[src/rtl/soc_sysid_ext.sv]
`default_nettype none
// ============================================================================
// Module      : soc_sysid_ext
// Description : System identification register block. It is a word-addressed
//               slave with a fixed one-cycle read latency. It returns a
//               system ID, a build timestamp, an optional 64-bit uptime
//               counter with a consistent-snapshot high word, a CTRL
//               register and NUM_USER read/write scratch words.
//
//               Word map:
//                 0         ID_VALUE                    (RO)
//                 1         TIMESTAMP                   (RO)
//                 2         UPTIME_LO                   (RO)
//                 3         UPTIME_HI shadow            (RO)
//                 4         CTRL  bit0 freeze, bit1 clear (RW)
//                 5..4+N    scratch                     (RW)
//               Any other address reads 0, and writes to it are ignored.
//
// Ports       : clock         - single rising-edge clock
//               reset         - synchronous, active-high reset
//               address[3:0]  - word address
//               read / write  - access strobes; read wins if both are set
//               writedata[31:0]
//               readdata[31:0]- registered read data, held between reads
//               readdatavalid - high for one cycle, one cycle after a read
//
// Build macro : SOC_SYSID_UPTIME_EN - when defined, adds the uptime counter,
//               the UPTIME_HI shadow and CTRL. When it is undefined,
//               addresses 2..4 read 0 and ignore writes.
//
// Revision    : 1.0 - initial release
// ============================================================================
module soc_sysid_ext #(
    parameter logic [31:0] ID_VALUE  = 32'd1729828992,
    parameter logic [31:0] TIMESTAMP = 32'd0,
    parameter int          NUM_USER  = 2            // legal 1..4
) (
    input  logic        clock,
    input  logic        reset,
    input  logic [3:0]  address,
    input  logic        read,
    input  logic        write,
    input  logic [31:0] writedata,
    output logic [31:0] readdata,
    output logic        readdatavalid
);

    localparam logic [3:0] c_addr_id      = 4'd0;
    localparam logic [3:0] c_addr_ts      = 4'd1;
`ifdef SOC_SYSID_UPTIME_EN
    localparam logic [3:0] c_addr_up_lo   = 4'd2;
    localparam logic [3:0] c_addr_up_hi   = 4'd3;
    localparam logic [3:0] c_addr_ctrl    = 4'd4;
`endif
    localparam int         c_scratch_base = 5;

    // A simultaneous read takes priority, so the write is dropped.
    logic w_wr_en;
    assign w_wr_en = write & ~read;

    // ------------------------------------------------------------------
    // Scratch words
    // ------------------------------------------------------------------
    logic [31:0] r_scratch_q [NUM_USER];
    logic [31:0] w_scratch_d [NUM_USER];

    always_comb begin
        for (int i = 0; i < NUM_USER; i++) begin
            w_scratch_d[i] = r_scratch_q[i];
            if (w_wr_en && (address == 4'(c_scratch_base + i))) begin
                w_scratch_d[i] = writedata;
            end
        end
    end

    always_ff @(posedge clock) begin
        for (int i = 0; i < NUM_USER; i++) begin
            if (reset) begin
                r_scratch_q[i] <= 32'd0;
            end else begin
                r_scratch_q[i] <= w_scratch_d[i];
            end
        end
    end

`ifdef SOC_SYSID_UPTIME_EN
    // ------------------------------------------------------------------
    // Uptime counter, UPTIME_HI shadow and CTRL.freeze
    // ------------------------------------------------------------------
    logic [63:0] r_uptime_q;
    logic [63:0] w_uptime_d;
    logic [31:0] r_shadow_q;
    logic [31:0] w_shadow_d;
    logic        r_freeze_q;
    logic        w_freeze_d;

    always_comb begin
        w_uptime_d = r_freeze_q ? r_uptime_q : (r_uptime_q + 64'd1);
        w_freeze_d = r_freeze_q;
        w_shadow_d = r_shadow_q;
        if (w_wr_en && (address == c_addr_ctrl)) begin
            w_freeze_d = writedata[0];
            // Clear is a write-only pulse. It overrides the increment
            // and is never stored.
            if (writedata[1]) begin
                w_uptime_d = 64'd0;
            end
        end
        // The high word is captured with the low word being returned. A
        // later read of UPTIME_HI therefore belongs to the same snapshot.
        if (read && (address == c_addr_up_lo)) begin
            w_shadow_d = r_uptime_q[63:32];
        end
    end

    always_ff @(posedge clock) begin
        if (reset) begin
            r_uptime_q <= 64'd0;
            r_shadow_q <= 32'd0;
            r_freeze_q <= 1'b0;
        end else begin
            r_uptime_q <= w_uptime_d;
            r_shadow_q <= w_shadow_d;
            r_freeze_q <= w_freeze_d;
        end
    end
`endif

    // ------------------------------------------------------------------
    // Read path
    // ------------------------------------------------------------------
    logic [31:0] w_rd_word;

    always_comb begin
        w_rd_word = 32'd0;
        case (address)
            c_addr_id:    w_rd_word = ID_VALUE;
            c_addr_ts:    w_rd_word = TIMESTAMP;
`ifdef SOC_SYSID_UPTIME_EN
            c_addr_up_lo: w_rd_word = r_uptime_q[31:0];
            c_addr_up_hi: w_rd_word = r_shadow_q;
            c_addr_ctrl:  w_rd_word = {31'd0, r_freeze_q};
`endif
            default:      w_rd_word = 32'd0;
        endcase
        for (int i = 0; i < NUM_USER; i++) begin
            if (address == 4'(c_scratch_base + i)) begin
                w_rd_word = r_scratch_q[i];
            end
        end
    end

    logic [31:0] r_readdata_q;
    logic [31:0] w_readdata_d;
    logic        r_rdvalid_q;
    logic        w_rdvalid_d;

    // readdata holds its last value until the next read.
    always_comb begin
        w_rdvalid_d  = read;
        w_readdata_d = read ? w_rd_word : r_readdata_q;
    end

    always_ff @(posedge clock) begin
        if (reset) begin
            r_readdata_q <= 32'd0;
            r_rdvalid_q  <= 1'b0;
        end else begin
            r_readdata_q <= w_readdata_d;
            r_rdvalid_q  <= w_rdvalid_d;
        end
    end

    assign readdata      = r_readdata_q;
    assign readdatavalid = r_rdvalid_q;

endmodule
`default_nettype wire

[config.mk]
export PLATFORM = sky130hd
export DESIGN_NAME = soc_sysid_ext
export DESIGN_NICKNAME = d
export VERILOG_FILES = /design/src/rtl/soc_sysid_ext.sv
export SDC_FILE = /design/constraint.sdc
export NUM_CORES = 1
export LEC_CHECK = 0
export CORE_UTILIZATION = 67
export CTS_CLUSTER_SIZE = 25
export DETAILED_ROUTE_END_ITERATION = 8
export DONT_BUFFER_PORTS = 1
export GPL_TIMING_DRIVEN = 0
export PLACE_DENSITY = 0.79
export SYNTH_ARGS = -nofsm -noshare
export SYNTH_HDL_FRONTEND = slang
export SYNTH_SLANG_ARGS = --single-unit
[constraint.sdc]
create_clock -name clock -period 2.5 [get_ports clock]
set_input_delay 0.375 -clock clock [delete_from_list [all_inputs] [get_ports clock]]
set_output_delay 0.375 -clock clock [all_outputs]
set_load 0.005 [all_outputs]
* Word level (Yosys, flattened, before mapping)
Memories as Yosys holds them, arrays and structs flattened.
Index checks and enable logic that the tools add are counted.
** Cells by class
- Eq/ne operators :: 2
- Multiplexer cells :: 10
- Bitwise gates (word level) :: 4
- Reduce and logical (&&, ||, !) cells :: 3
** Operators by type and width (count)
- 32-bit 2-to-1 mux :: 6
- 31-bit 2-to-1 mux :: 1
- 4-bit by 3-bit equality test with 1-bit output, second input constant :: 2
- 4-bit zero test :: 1
- 1-bit 2-to-1 mux :: 3
- 1-bit logical AND :: 2
- 1-bit bitwise OR :: 2
- 1-bit AND :: 1
- 1-bit inverter :: 1
** Word-level totals
- Flip-flop bits (word level) :: 33
- RAM bits :: 64
- Bits of input ports :: 40
- Output and inout port bits :: 33
- Logic and storage cells :: 22
- Memories :: 1
** Memory list
- r_scratch_q :: words 2, bits a word 32, read ports 2, clocked after Yosys merged registers in 0, write ports 2, line 64 : logic [31:0] r_scratch_q [NUM_USER];

* Longest topological paths before layout
Gate-level depths: netlist of the first run.
- Depth after elaboration :: 5
- Gate-level depth with buffers :: 5
- Gate-level depth less buffers :: 3

* Worst setup path after synthesis of the first run
Ideal clock, no wire load.
- Kind :: input-to-reg
- Start point :: input reset
- End point :: register r_readdata_q[0] (netlist: readdata[0])
- Library setup time :: 0.060 ns
- Data arrival time :: 1.408 ns
- Required time :: 2.440 ns
- Path slack :: 1.033 ns
- Stages :: 5
- Buffers on the path :: 2
- Cell sequence :: clkbuf_1 -> nand3b_1 -> nor4b_1 -> buf_2 -> a221o_1
** RTL lines
- start, declared :: line 39 : input logic reset,
- end signal, assigned :: line 169 : r_readdata_q <= w_readdata_d;
- end, declared :: line 153 : logic [31:0] r_readdata_q;

==> results.txt, run 1 <==
----------------------------------------------------
[Yosys]
  Post-synthesis instance total ... 364
  Synthesis warning total ... 0
  Mapped Avg Cell Area ... 10.94 um^2
  Number of unique standard cell types used by synthesis ... 18
  Post-Syn Area ... 0.003984 mm^2
  Fraction of the yosys area taken by sequential cells ... 0.4874
  Post-synthesis register bit count ... 97
  Syn Nets ... 404

[Cells and area]
  Layout fillers ... 409
  Fraction of final layout cells sized beyond drive strength 1 ... 0.06579
  Net count of the finished layout ... 415
  Number of diodes ... 0
  Total area of multi-input combinational cells ... 0.001896 mm^2
  Post-route core utilization ... 0.7675
  Post-synthesis to final-layout area growth ... 8.040%
  Register area ... 0.001942 mm^2

[Worst setup path]
  CP Max Fanout ... 10
  Element type at the critical path start ... primary input
  Crit end category ... flip-flop
  WS Path Type ... primary input to flip-flop
  Arrival time of data at the critical path endpoint ... 1.75 ns
  Required time of the worst setup path ... 2.80 ns

[Place]
  IO buf count ... 0
  GPL Wtd Cong ... 0.7489
  Worst setup slack after placement ... 0.6822 ns
  Detail Placement HPWL ... 5711 um

[Power]
  Leakage component of the power ... 1.731 nW
  Maximum vdd ir drop ... 419.6 uV
  Ratio of total power to cell area ... 658.4 mW/mm^2

[Timing]
  Pins Over Slew Limit ... 0
  Min Hold Slack ... 0.1813 ns
  Final critical-path share of the clock period ... 0.5805
  Peak Freq ... 689.1 MHz
  Final-layout setup total negative slack ... 0 ns
  Number of setup violations in the final report ... 0
  Actual slew at the worst max-slew pin ... 0.5376 ns
  Largest clock skew in the final design ... 0.008408 ns
  Setup ws final ... 1.049 ns
  RSZ-0062 raised after global routing ... no
  Worst slew slack as a fraction of its limit ... 0.6416
  Hold violation count in the final report ... 0
  Crit path time final ... 1.451 ns

[CTS]
  Max H-tree Level ... 3
  Number of buffers created by CTS ... 9
  CTS tree ... yes
  CTS Root Buffer Type ... sky130_fd_sc_hd__clkbuf_8
  Clock Path Buffers ... 2
  PostCTS Resize Cnt ... 0
  Post-CTS Setup Bufs ... 0
  Number of hold buffers added after cts ... 0
  Clk Latency, worst-skew pair ... 0.36 ns
  Sink count of the clock tree ... 97
  CTS clk-pin slew, worst paths ... 0.09 ns

[Drt]
  DRC violations left ... 0
  Number of search-and-repair iterations in the first detailed-routing pass ... 4
  Detailed router's first-iteration violation count ... 170
  Via/cell ratio ... 5.982
  WL/cell ... 18.54 um
  Post-route antenna net violation count ... 0
  Post-Route WL ... 8379 um
  Vias ... 2704

[Global route]
  Wire length of the first global-routing pass ... 13350 um
  Pin count of the biggest net entering global routing ... 16
  Vias in the first global route ... 2711
  Global-route congestion overflow total ... 0
  Initial antenna violation count ... 0
  Tot GR Track Use ... 0.2821

[Status]
  Run status ... finished, final reports clean

[Min path]
  Worst min path class ... primary input to flip-flop

[Floorplan]
  Die extent in x ... 79.11 um
  Total Die Area ... 0.006258 mm^2
  Num rows ... 27
  Ports placed on the boundary ... 73
  Die H ... 79.11 um
  Placeable core region ... 0.005608 mm^2
  Initial core utilization ... 0.7104

[Flow run]
  Max cap viols ... 0

----------------------------------------------------
## layout by cell type, fill, tap and decap left out
cell type                    instances
sky130_fd_sc_hd__nand2b_1           97
sky130_fd_sc_hd__dfxtp_1            97
sky130_fd_sc_hd__mux2i_1            64
sky130_fd_sc_hd__a221o_1            32
sky130_fd_sc_hd__clkbuf_1           21
sky130_fd_sc_hd__and2_1             21
sky130_fd_sc_hd__a22o_1             12
sky130_fd_sc_hd__clkbuf_8           11
sky130_fd_sc_hd__buf_2               3
sky130_fd_sc_hd__nor2b_1             3
sky130_fd_sc_hd__buf_4               3
sky130_fd_sc_hd__buf_6               3
sky130_fd_sc_hd__nand3b_1            2
sky130_fd_sc_hd__nor2_1              2
sky130_fd_sc_hd__bufinv_16           2
sky130_fd_sc_hd__clkinvlp_4          2
sky130_fd_sc_hd__nor3_1              1
sky130_fd_sc_hd__nor4b_1             1
sky130_fd_sc_hd__nor4_1              1
sky130_fd_sc_hd__nor4b_4             1
sky130_fd_sc_hd__or3_1               1
## flip-flops by register name, indices dropped and copies added, names as in the netlist
name	flops
readdata	32
readdatavalid	1
r_scratch_q	64
## Yosys cell counts
master | n | share of area
sky130_fd_sc_hd__nor3_1 | 1 | 0.0013
sky130_fd_sc_hd__nor2b_1 | 3 | 0.0047
sky130_fd_sc_hd__mux2i_1 | 64 | 0.16
sky130_fd_sc_hd__clkbuf_1 | 20 | 0.019
sky130_fd_sc_hd__dfxtp_1 | 97 | 0.49
sky130_fd_sc_hd__a221o_1 | 32 | 0.080
sky130_fd_sc_hd__nand2b_1 | 97 | 0.15
sky130_fd_sc_hd__nor2_1 | 2 | 0.0019
sky130_fd_sc_hd__a22o_1 | 12 | 0.026
sky130_fd_sc_hd__and2_1 | 21 | 0.033
sky130_fd_sc_hd__nand3b_1 | 2 | 0.0038
sky130_fd_sc_hd__nor4b_1 | 1 | 0.0022
sky130_fd_sc_hd__buf_6 | 3 | 0.0085
sky130_fd_sc_hd__buf_4 | 3 | 0.0057
sky130_fd_sc_hd__buf_2 | 3 | 0.0038
sky130_fd_sc_hd__or3_1 | 1 | 0.0016
sky130_fd_sc_hd__nor4_1 | 1 | 0.0016
sky130_fd_sc_hd__nor4b_4 | 1 | 0.0060
## per-layer routing
layer,wire length [um],vias to the layer above,global-route usage
met5,0,-,0
met4,137,0,0.1164
met3,554,15,0.06782
met2,3826,73,0.4371
met1,3861,1316,0.3761
li1,-,1300,-
## area by class of cell
type / instances / area share
buffer: 29 / 0.03401
sequential: 97 / 0.4512
multi-input combinational: 238 / 0.4404
tap: 72 / 0.02093
clock buffer: 12 / 0.03605
clock inverter: 4 / 0.01744
## path summary, 6_finish.rpt
path                           start  cells past startpoint                  to  slack (ns)
setup / recovery               reset                      5         readdata[5]        1.05
hold reg to reg   r_scratch_q[0][22]                      2  r_scratch_q[0][22]        0.48
hold / removal          writedata[8]                      2   r_scratch_q[1][8]        0.18
setup reg to reg  r_scratch_q[1][29]                      2        readdata[29]        1.53
## stage by stage
step	instance area (um^2)	power, mW	instances
floorplan	3984	1.687	364
global placement	4074	1.716	436
detailed placement	4074	1.720	436
CTS	4304	2.840	452
global route	4304	2.921	452
finish	4304	2.834	452
## power by group
part / internal [mW] / switching, mW / leakage [nW] / total, mW
Combinational: 0.0516 / 0.0702 / 0.840 / 0.122
Clock: 0.619 / 0.531 / 0.109 / 1.15
Sequential: 1.56 / 0.00718 / 0.782 / 1.56
Total: 2.23 / 0.608 / 1.73 / 2.83
## critical path, stage by stage
cell and delay [ns]:
sky130_fd_sc_hd__clkbuf_1 0.16, sky130_fd_sc_hd__nand3b_1 0.24, sky130_fd_sc_hd__nor3_1 0.26, sky130_fd_sc_hd__clkbuf_1 0.46, sky130_fd_sc_hd__a221o_1 0.25
## cell families (layout without fill, tap and decap cells)
| kind of cell | count (synthesis) | count (layout) | share of synthesized area |
|---|---|---|---|
| AND/OR/NAND/NOR | 130 | 130 | 0.2082 |
| flip-flops | 97 | 97 | 0.4874 |
| multiplexers | 64 | 64 | 0.1608 |
| AO/OA/AOI/OAI | 44 | 44 | 0.1068 |
| buffers and inverters | 29 | 45 | 0.03674 |
Note: power is estimated with default switching activity, not from simulation.
==> run 2, diff against run 1 <==
Settings changed: CORE_UTILIZATION 67 to 56, PLACE_DENSITY 0.79 to 0.7.
Clock period 2.5 ns to 1.2 ns, I/O delays scaled along.
==> run 2 against run 1 <==
Clock power grew 100%. Cell count grew 11%. Critical path depth is the same. Worst setup slack lost 0.95 ns. Register-to-register slack lost 1.3 ns. Sequential power grew 110%. Non-clock buffer count grew 24. Combinational power grew to 2.6 times the previous value. Routed wire length grew 2.4%. Cell area grew 6.4%. Sequential cell count is the same. Largest power group unchanged.
==> results.txt, run 2 (same netlist as run 1, synthesis figures left out) <==
----------------------------------------------------
[Worst setup path]
  CP Max Fanout ... 10
  Reg2Reg Setup Slack ... 0.22 ns
  Cell with the largest stage delay on the worst path ... sky130_fd_sc_hd__nor4b_2
  Worst reg2reg path endpoint ... readdata[7]
  Origin of the critical flop-to-flop path ... r_scratch_q[1][7]
  Arrival time of data at the critical path endpoint ... 1.41 ns
  CP max stage delay ... 0.31 ns
  WS Path Type ... primary input to flip-flop
  Depth of the worst register-to-register path ... 2
  Element type at the critical path start ... primary input
  Required time of the worst setup path ... 1.51 ns
  Crit end category ... flip-flop
  Critical-path cell list ... clkbuf_2 > nand3b_1 > nor4b_2 > buf_2 > a221o_1

[CTS]
  CTS clk-pin slew, worst paths ... 0.08 ns
  CTS Root Buffer Type ... sky130_fd_sc_hd__clkbuf_8
  CTS tree ... yes
  Sink count of the clock tree ... 97
  Clk Latency, worst-skew pair ... 0.37 ns
  Number of buffers created by CTS ... 9
  Max H-tree Level ... 3
  Clock Path Buffers ... 2

[Cells and area]
  Fraction of final layout cells sized beyond drive strength 1 ... 0.07673
  Layout fillers ... 557
  Post-synthesis to final-layout area growth ... 14.95%
  Number of diodes ... 0
  Register name with the most flops ... r_scratch_q
  Post-route core utilization ... 0.6703
  Register area ... 0.001942 mm^2
  Commonest cells after routing, fill and taps aside ... 97 x sky130_fd_sc_hd__nand2b_1, 97 x sky130_fd_sc_hd__dfxtp_1, 64 x sky130_fd_sc_hd__mux2i_1
  Total area of multi-input combinational cells ... 0.001902 mm^2
  Number of flip-flops in the largest register ... 64
  Net count of the finished layout ... 439

[Timing]
  Min Hold Slack ... 0.004589 ns
  Crit path time final ... 1.106 ns
  Number of setup violations in the final report ... 0
  Hold violation count in the final report ... 0
  Pins Over Slew Limit ... 0
  Setup ws final ... 0.09436 ns
  Worst slew slack as a fraction of its limit ... 0.6712
  Largest clock skew in the final design ... 0.01029 ns
  Peak Freq ... 904.5 MHz
  Actual slew at the worst max-slew pin ... 0.4932 ns
  RSZ-0062 raised after global routing ... no
  Final critical-path share of the clock period ... 0.9214
  Final-layout setup total negative slack ... 0 ns

[Power]
  Leakage component of the power ... 1.849 nW
  Maximum vdd ir drop ... 684.5 uV
  Total power consumption of the routed design ... 5.865 mW
  Ratio of total power to cell area ... 1281 mW/mm^2

[Place]
  GPL Wtd Cong ... 0.7518
  Worst setup slack after placement ... -0.4288 ns
  Detail Placement HPWL ... 5705 um
  IO buf count ... 0

[Global route]
  Pin count of the biggest net entering global routing ... 16
  Initial antenna violation count ... 0
  Tot GR Track Use ... 0.2457
  Wire length of the first global-routing pass ... 14050 um
  Vias in the first global route ... 2830
  Global-route congestion overflow total ... 0

[Floorplan]
  Die H ... 86.35 um
  Placeable core region ... 0.006832 mm^2
  Num rows ... 30
  Die extent in x ... 86.35 um
  Initial core utilization ... 0.5832
  Total Die Area ... 0.007455 mm^2
  Ports placed on the boundary ... 73

[Drt]
  Detailed router's first-iteration violation count ... 105
  Post-route antenna net violation count ... 0
  WL/cell ... 17.16 um
  Vias ... 2763
  Via/cell ratio ... 5.526
  Number of search-and-repair iterations in the first detailed-routing pass ... 4
  DRC violations left ... 0
  Post-Route WL ... 8582 um

[Min path]
  Depth of the worst hold-timing path ... 2
  Critical hold path startpoint ... writedata[3]
  Worst min path class ... primary input to flip-flop
  Worst Hold Path EP ... r_scratch_q[1][3]

[Status]
  Run status ... finished, final reports clean

[Flow run]
  Max cap viols ... 0

----------------------------------------------------
run 2: changes by cell type in the layout (fill, tap and decap cells not counted), sizes merged:
| cell | before | now |
|---|---|---|
| buf | 9 | 11 |
| clkbuf | 32 | 31 |
| clkinv | 0 | 1 |
| dlygate4sd3 | 0 | 22 |
run 2: timing repair:
action / 4_1_cts / 5_1_grt
buffers inserted: 0 / 2
setup endpoints to repair: 20 / 29
pin swaps: 0 / 1
hold buffers: 22 / 0
endpoints found under the hold margin: 36 / 0
resized for setup: 2 / 2
run 2: per-stage QoR:
step	instances	area, um^2
2_1_floorplan	364	4009
4_1_cts	498	4563
3_5_place_dp	460	4129
3_3_place_gp	460	4129
5_1_grt	500	4579
6_report	500	4579
run 2: final cells by class:
| class | instances | area share |
|---|---|---|
| buffer | 29 | 0.03689 |
| clock buffer | 11 | 0.02869 |
| clock inverter | 5 | 0.01749 |
| multi-input combinational | 238 | 0.4153 |
| sequential | 97 | 0.4240 |
| tap | 96 | 0.02623 |
| timing repair buffer | 24 | 0.05137 |
run 2: how the worst max path moves through the flow:
stage / start / endpoint / depth (start not counted)
finish: reset / readdata[2] / 5
global route: reset / readdata[13] / 5
CTS: read / r_scratch_q[0][8] / 4
detailed placement: reset / readdata[13] / 5
global placement: reset / readdata[13] / 5
floorplan: reset / readdata[0] / 5
run 2: critical path, delay by kind of cell:
kind / cells / cell delay (ns)
and+or+nand+nor: 2 / 0.58
AOI/OAI and AO/OA: 1 / 0.20
buffers and inverters: 2 / 0.46
run 2: per-layer routing:
layer  part of all wire  global-route usage
met4              0.017              0.1045
met1               0.48              0.3251
met5                  0                   0
met2               0.46              0.3925
met3              0.047             0.04857
run 2: power breakdown:
group,internal (mW),switching [mW]
logic,0.158,0.158
registers,3.24,0.0140
clock network,1.17,1.12
total,4.57,1.29
